`config.mk`:
```
export PLATFORM = sky130hd
export DESIGN_NAME = rr_mux_4to1
export DESIGN_NICKNAME = d
export VERILOG_FILES = /design/src/rtl/mux_pkg.sv /design/src/rtl/rr_arbiter_4.sv /design/src/rtl/rr_mux_4to1.sv
export SDC_FILE = /design/constraint.sdc
export NUM_CORES = 1
export LEC_CHECK = 0
export ABC_AREA = 1
export ABC_CLOCK_PERIOD_IN_PS = 2200
export BUFFER_PORTS_ARGS = -buffer_cell sky130_fd_sc_hd__buf_4
export CAP_MARGIN = 20
export CORE_MARGIN = 4
export CORE_UTILIZATION = 47
export CTS_CLUSTER_SIZE = 10
export DETAILED_ROUTE_END_ITERATION = 10
export PLACE_DENSITY_LB_ADDON = 0.15
export SYNTH_ARGS = -nofsm -noshare
export SYNTH_HDL_FRONTEND = slang
export SYNTH_SLANG_ARGS = --single-unit
```
`constraint.sdc`:
```
create_clock -name clk -period 2.2 [get_ports clk]
set_input_delay 0.22 -clock clk [delete_from_list [all_inputs] [get_ports clk]]
set_output_delay 0.22 -clock clk [all_outputs]
set_load 0.01 [all_outputs]
```
`src/rtl/mux_pkg.sv`:
```
// Shared constants, the output-register state type and the round-robin search
// used by the 4:1 stream collector.
package mux_pkg;

  localparam int unsigned CH_N  = 4;
  localparam int unsigned SEL_W = 2;

  // The output register is either empty or holds one word.
  typedef enum logic {
    ST_EMPTY = 1'b0,
    ST_FULL  = 1'b1
  } state_t;

  // Returns {found, idx}: the first requesting channel after ptr, wrapping.
  function automatic logic [SEL_W:0] rr_pick(input logic [CH_N-1:0]  req,
                                             input logic [SEL_W-1:0] ptr);
    logic [SEL_W-1:0] idx;
    logic             found;
    rr_pick = '0;
    found   = 1'b0;
    for (int unsigned k = 1; k <= CH_N; k++) begin
      idx = ptr + SEL_W'(k);
      if (req[idx] && !found) begin
        found   = 1'b1;
        rr_pick = {1'b1, idx};
      end
    end
  endfunction

endpackage

```
`src/rtl/rr_arbiter_4.sv`:
```
// Combinational round-robin arbiter: one-hot grant among four requests,
// searching upward from the channel after the last grant.
module rr_arbiter_4
  import mux_pkg::*;
(
  input  logic [CH_N-1:0]  req,
  input  logic [SEL_W-1:0] ptr,
  input  logic             en,
  output logic [CH_N-1:0]  gnt
);

  logic [SEL_W:0] pick;

  always_comb begin
    pick = rr_pick(req, ptr);
    gnt  = '0;
    if (en && pick[SEL_W]) begin
      gnt[pick[SEL_W-1:0]] = 1'b1;
    end
  end

endmodule

```
`src/rtl/rr_mux_4to1.sv`:
```
// Registered 4:1 stream collector: round-robin selects one of four valid/ready
// channels into a single output register tagged with its source index.
module rr_mux_4to1
  import mux_pkg::*;
#(
  parameter int unsigned DATA_W = 8
) (
  input  logic                   clk,
  input  logic                   rst_n,
  input  logic [CH_N-1:0]        in_valid,
  input  logic [CH_N*DATA_W-1:0] in_data,
  output logic [CH_N-1:0]        in_ready,
  output logic                   out_valid,
  output logic [DATA_W-1:0]      out_data,
  output logic [SEL_W-1:0]       out_sel,
  input  logic                   out_ready
);

  state_t             state;
  state_t             state_next;
  logic [SEL_W-1:0]   ptr;
  logic               load;
  logic               found;
  logic [CH_N-1:0]    gnt;
  logic [SEL_W-1:0]   gnt_idx;
  logic [DATA_W-1:0]  gnt_data;

  assign out_valid = (state == ST_FULL);
  assign load      = ~out_valid | out_ready;

  // Gating with rst_n keeps in_ready low for the whole time reset is held.
  rr_arbiter_4 u_arb (
    .req (in_valid),
    .ptr (ptr),
    .en  (load & rst_n),
    .gnt (gnt)
  );

  assign in_ready = gnt;
  assign found    = |gnt;

  // AND-OR select: non-granted channels never reach out_data, even if X.
  always_comb begin
    gnt_idx  = '0;
    gnt_data = '0;
    for (int unsigned i = 0; i < CH_N; i++) begin
      if (gnt[i]) begin
        gnt_idx  = SEL_W'(i);
        gnt_data = gnt_data | in_data[i*DATA_W +: DATA_W];
      end
    end
  end

  always_comb begin
    state_next = state;
    if (load) begin
      state_next = found ? ST_FULL : ST_EMPTY;
    end
  end

  always_ff @(posedge clk or negedge rst_n) begin
    if (!rst_n) begin
      state <= ST_EMPTY;
    end else begin
      state <= state_next;
    end
  end

  always_ff @(posedge clk or negedge rst_n) begin
    if (!rst_n) begin
      out_data <= '0;
      out_sel  <= '0;
      ptr      <= SEL_W'(CH_N - 1);
    end else if (load && found) begin
      out_data <= gnt_data;
      out_sel  <= gnt_idx;
      ptr      <= gnt_idx;
    end
  end

endmodule

```
Yosys cells after proc, flatten, opt, wreduce, memory -nomap -nowiden:

Cells that the tools add are included.

* register bits after elaboration: 13
* bits of input ports: 39
* output and inout bits: 15

* add/subtract/negate cells: 3
* order comparisons: 6
* muxes and demuxes: 26
* bitwise logic cells: 6
* reductions and logical operators: 10

Operator list (number)
* 2-to-1 mux 8 bit: 4
* bitwise OR 8 bit: 3
* < comparator 2 x 3 -> 1 bit, second input constant: 5
* 2-to-1 mux 3 bit: 4
* 2-to-1 mux 1 bit: 10
* binary-select mux 1 bit (select 2 bit): 4
* logical AND 1 bit: 6
* adder 2 bit, second input constant: 2
* 2-to-1 mux 2 bit: 2
* 2-to-1 mux 4 bit: 1
* OR reduction 4 bit: 1
* zero test 1 bit: 3
* adder 2 x 1 -> 2 bit, second input constant: 1
* demux 1 bit (select 2 bit): 1
* >= comparator 2 x 1 -> 1 bit, second input constant: 1
* AND 1 bit: 1
* inverter 1 bit: 1
* bitwise OR 1 bit: 1

Longest topological paths before layout:

* word-level depth: 25
* depth in mapped cells: 17
* mapped depth without buffers: 14

Hierarchy:

From an unflattened synthesis, not the netlist that was laid out.

* cell total of the unflattened synthesis: 199
* area total of the unflattened synthesis: 1188.6 sq um

Modules (own cells, without submodules)
* rr_mux_4to1: times used 1, cells an instance 137, area each 909.6 sq um
* rr_arbiter_4: times used 1, cells an instance 62, area each 279.0 sq um

Worst setup path before layout:

No wires, ideal clock.

* path kind: reg-to-output
* start point: register ptr[0]
* end point: output port in_ready[1]
* arrival: 1.871 ns
* required time: 1.980 ns
* path slack: 0.109 ns
* cell stages (with the launch flop): 16
* path through: dfstp_2 -> buf_6 -> inv_4 -> buf_6 -> nand2_2 -> nand2_2 -> nand2_2 -> nand2_2 -> inv_2 -> nand2_2 -> nor2_4 -> nand2_1 -> nand2_2 -> buf_4 -> nand2_1 -> nor2_1

* longest elaborated chain between the ends: 18
* elaborated cells on any way between the ends: 31
* those cells by class: add/sub (3); order compare (2); mux (18); reduce/logical (8)

Ends and longest elaborated chain
* start: declaration: RTL line rr_mux_4to1.sv:21 `logic [SEL_W-1:0] ptr;`
* start signal: assignment: RTL line rr_mux_4to1.sv:73 `ptr <= SEL_W'(CH_N - 1);`
* start signal: assignment: RTL line rr_mux_4to1.sv:77 `ptr <= gnt_idx;`
* adder 2 x 1 -> 2 bit: RTL line mux_pkg.sv:22 `idx = ptr + SEL_W'(k);`
* binary-select mux 1 bit (select 2 bit): RTL line mux_pkg.sv:23 `if (req[idx] && !found) begin`
* 2-to-1 mux 1 bit (implied by the code): RTL line mux_pkg.sv:23
* 2-to-1 mux 1 bit: RTL line mux_pkg.sv:23
* zero test 1 bit: RTL line mux_pkg.sv:23
* logical AND 1 bit: RTL line mux_pkg.sv:23
* 2-to-1 mux 1 bit: RTL line mux_pkg.sv:23
* zero test 1 bit: RTL line mux_pkg.sv:23
* (+2 left out)
* zero test 1 bit: RTL line mux_pkg.sv:23
* logical AND 1 bit: RTL line mux_pkg.sv:23
* 2-to-1 mux 3 bit *: RTL line mux_pkg.sv:23
* < comparator 2 x 3 -> 1 bit (implied by the code) or >= comparator 2 x 1 -> 1 bit (tied branches): RTL line rr_arbiter_4.sv:18 `gnt[pick[SEL_W-1:0]] = 1'b1;`
* logical AND 1 bit (implied by the code): RTL line rr_arbiter_4.sv:18
* 2-to-1 mux 1 bit (implied by the code): RTL line rr_arbiter_4.sv:18
* demux 1 bit (select 2 bit)
* 2-to-1 mux 4 bit *: RTL line rr_arbiter_4.sv:17 `if (en && pick[SEL_W]) begin`
* end: declaration: RTL line rr_mux_4to1.sv:12 `output logic [CH_N-1:0] in_ready,`

Every way passes the cells marked *; elsewhere a longest branch is shown, timed or not. The select of a mux whose other input is x is not followed.

Worst setup path in the final report:

* start point: register ptr[0]
* end point: register out_data[1]

* longest elaborated chain between the ends: 25
* elaborated cells on any way between the ends: 40
* those cells by class: add/sub (3); order compare (2); mux (22); bitwise (3); reduce/logical (10)

Ends and longest elaborated chain
* adder 2 x 1 -> 2 bit: RTL line mux_pkg.sv:22
* binary-select mux 1 bit (select 2 bit): RTL line mux_pkg.sv:23
* 2-to-1 mux 1 bit (implied by the code): RTL line mux_pkg.sv:23
* 2-to-1 mux 1 bit: RTL line mux_pkg.sv:23
* zero test 1 bit: RTL line mux_pkg.sv:23
* logical AND 1 bit: RTL line mux_pkg.sv:23
* 2-to-1 mux 1 bit: RTL line mux_pkg.sv:23
* zero test 1 bit: RTL line mux_pkg.sv:23
* (+9 left out)
* 2-to-1 mux 4 bit *: RTL line rr_arbiter_4.sv:17
* 2-to-1 mux 8 bit: RTL line rr_mux_4to1.sv:47 `if (gnt[i]) begin`
* bitwise OR 8 bit: RTL line rr_mux_4to1.sv:49 `gnt_data = gnt_data | in_data[i*DATA_W +: DATA_W];`
* 2-to-1 mux 8 bit: RTL line rr_mux_4to1.sv:47
* bitwise OR 8 bit: RTL line rr_mux_4to1.sv:49
* 2-to-1 mux 8 bit: RTL line rr_mux_4to1.sv:47
* bitwise OR 8 bit: RTL line rr_mux_4to1.sv:49
* 2-to-1 mux 8 bit: RTL line rr_mux_4to1.sv:47
* end signal: assignment: RTL line rr_mux_4to1.sv:75 `out_data <= gnt_data;`
* end: declaration: RTL line rr_mux_4to1.sv:14 `output logic [DATA_W-1:0] out_data,`

Marked as above.
A chain may end at the register's enable or synchronous reset.

==> results.yml <==
run_status:
  status: "complete, but fails checks"
  violations: "setup timing"
clock_network:
  clkTransAtPathRegs_ps: 80
  numCtsBuffers: 3
  htreeDepth: 1
  clock_latency_ps: 280
  cts_sinks: 13
  cts_root_buf: "clkbuf_4"
  cts_max_path_buffers: 2
  cts_tree: "done"
worst_setup_path:
  cp.required_ps: 2360
  worst_setup_path_end_kind: "flip-flop"
  crit_type: "reg2reg"
  path_max_fanout: 6
  critPathMaxStageDelay_ps: 590
  crit_path_top_delay_cell: "dfstp_2"
  cp_top_family: "simple AND/OR/NAND/NOR gates"
  critPathArrivalTime_ps: 2580
  critPathLaunchType: "flip-flop"
  crit_chain: "buf_12, buf_12, nand2_1, nand2_2, nand2_2, a21boi_1, nand2_1, inv_1, nand2_4, buf_4, nand4_1, nand2_1, nor2_2, nand2_1"
  path_common_cell: "nand2_1"
  crit_buf_inv: 4
final_layout:
  fin_area_mm2: 0.00213
  final_cell_mix: "buf_4, nand2_1, nand2_2"
  layout-drive-gt1-share_pct: 57.8
  final_cells: 291
  antennaDiodeCount: 0
  final_nets: 303
  final_common_cell: "buf_4"
  area_growth_pct: 79.5
  post-route-util_pct: 92.0
  n_fill_cell: 93
sta:
  rsz0062_at_grt: "yes"
  hold_violations: 0
  setup_viol: 13
  post-route-min-period_ps: 2420
  finalCritPeriodShare_pct: 110
  fin_skew_ps: 5.17
  fmax_ghz: 0.412
  slew_viol_final: 0
  max_slew.worst_pin.slew_ps: 430
  tns_ps: -1990
  relSlewSlack_pct: 71.1
  setup_slack_ps: -225
power_and_ir_drop:
  p_leak_nw: 1.14
  ir_worst_vdd_v: 0.00159
  p_per_area_mw_per_mm2: 1850
synth:
  synth_nets: 224
  synth-seq-cells: 13
  synthCells: 185
  synth_cell_types: 24
  synth.avg_cell_area_um2: 6.43
  yosysSeqAreaShare_pct: 27.6
  mappedNetlistArea_mm2: 0.00119
  yosysWarnings: 0
placed_design:
  gp_congestion: 0.887
  hpwlAfterDp_um: 2940
  place_area_mm2: 0.00163
  port_buffers: 53
  pre_cts_ws_ps: -1.94
  dpl.cell_count: 265
grt:
  grt_pass1_vias: 1621
  track_usage_pct: 28.0
  overflow: 0
  grt_pass1_wl_um: 7470
  grt_max_degree: 15
  grt_antenna_before_repair: 0
die:
  core_area_mm2: 0.00232
  dieWidth_um: 58.3
  start_util_pct: 51.3
  num_io_pins: 54
  num_rows: 17
  dieArea_mm2: 0.00340
  fp.dieH_um: 58.3
drt:
  wl_per_cell_um: 19.5
  antenna_left: 0
  via_count: 1800
  routed_via_density: 6.19
  drt_iter0_drc: 184
  drc_errors: 0
  finalWirelength_um: 5660
  first_pass_iters: 7
worst_hold_path:
  holdCritPathClass: "in2reg"
job:
  drv_cap: 0
[tightest hold or removal path, delay by kind of cell]
family                 cells  cell delay [ps]
buffers and inverters      2              120
and+or+nand+nor            2              100
[cell type report]
cell class,instances,area (um2),area share [%]
Clock buffer,4,26.3,1.23
Inverter,13,66.3,3.11
Multi-Input combinational cell,150,976,45.7
Sequential cell,13,328,15.4
Tap cell,28,35.0,1.64
Timing Repair Buffer,82,698,32.7
Timing Repair inverter,1,3.75,0.176
[through the flow]
stage                     hold WS (ps)  power (mW)
after floorplan                  -75.6        1.86
after global placement            69.2        2.41
after detailed placement          71.9        2.48
after CTS                          195        3.22
after global routing               209        4.10
final                              181        3.95
[synthesized netlist by cell type (all sizes together)]
library cell / instances / area [um2]
nand4: 17 / 106
a21boi: 2 / 15.0
buf: 8 / 61.3
dfrtp: 11 / 275
inv: 13 / 51.3
o21ai: 1 / 5.00
a21oi: 2 / 21.3
nand3: 22 / 123
nand3b: 1 / 7.51
clkbuf: 1 / 3.75
nand2: 85 / 367
dfstp: 2 / 52.6
nor2: 20 / 100
[where the power goes]
part | leakage, nW | total, mW | switching, mW | internal (mW)
clock network | 0.0150 | 0.151 | 0.0808 | 0.0703
logic | 0.966 | 3.33 | 1.96 | 1.36
registers | 0.156 | 0.470 | 0.0953 | 0.375
total | 1.14 | 3.95 | 2.14 | 1.81
[layer usage]
metal,vias up,GRT usage [%],part of all wire [%]
li1,757,-,-
met1,817,35.5,36
met2,179,47.8,45
met3,47,2.85,12
met4,0,12.3,7.0
met5,-,0,0
[sequential cells by signal, indices dropped and copies added (netlist names)]
register	flops
out_valid	1
out_data	8
ptr	2
out_sel	2
[final timing paths]
check                                  from           to  slack [ps]  depth (start not counted)
worst min-delay path              out_ready    out_valid         180                          4
max in group asynchronous             rst_n       ptr[0]        1650                          2
min in group asynchronous             rst_n    out_valid         320                          2
worst max-delay path                 ptr[0]  out_data[1]        -220                         14
worst min register to register  out_data[0]  out_data[0]         510                          2
worst max register to register       ptr[0]  out_data[1]        -220                         14
[cells by family (layout without fill, tap and decap cells)]
logic type | after synthesis | in the layout | share of synthesized area (%)
and+or+nand+nor | 145 | 145 | 59.2
AOI/OAI and AO/OA | 5 | 5 | 3.47
DFF | 13 | 13 | 27.6
buffers and inverters | 22 | 100 | 9.79
[repair_timing]
item / in CTS / in global routing
hold buffers: 1 / 0
endpoints found under the hold margin: 13 / 0
gates resized for setup: 35 / 41
cloned: 1 / 0
buffers inserted: 16 / 4
setup endpoints to repair: 6 / 12
pin swaps: 19 / 31
Note: power is estimated with default switching activity, not from simulation.
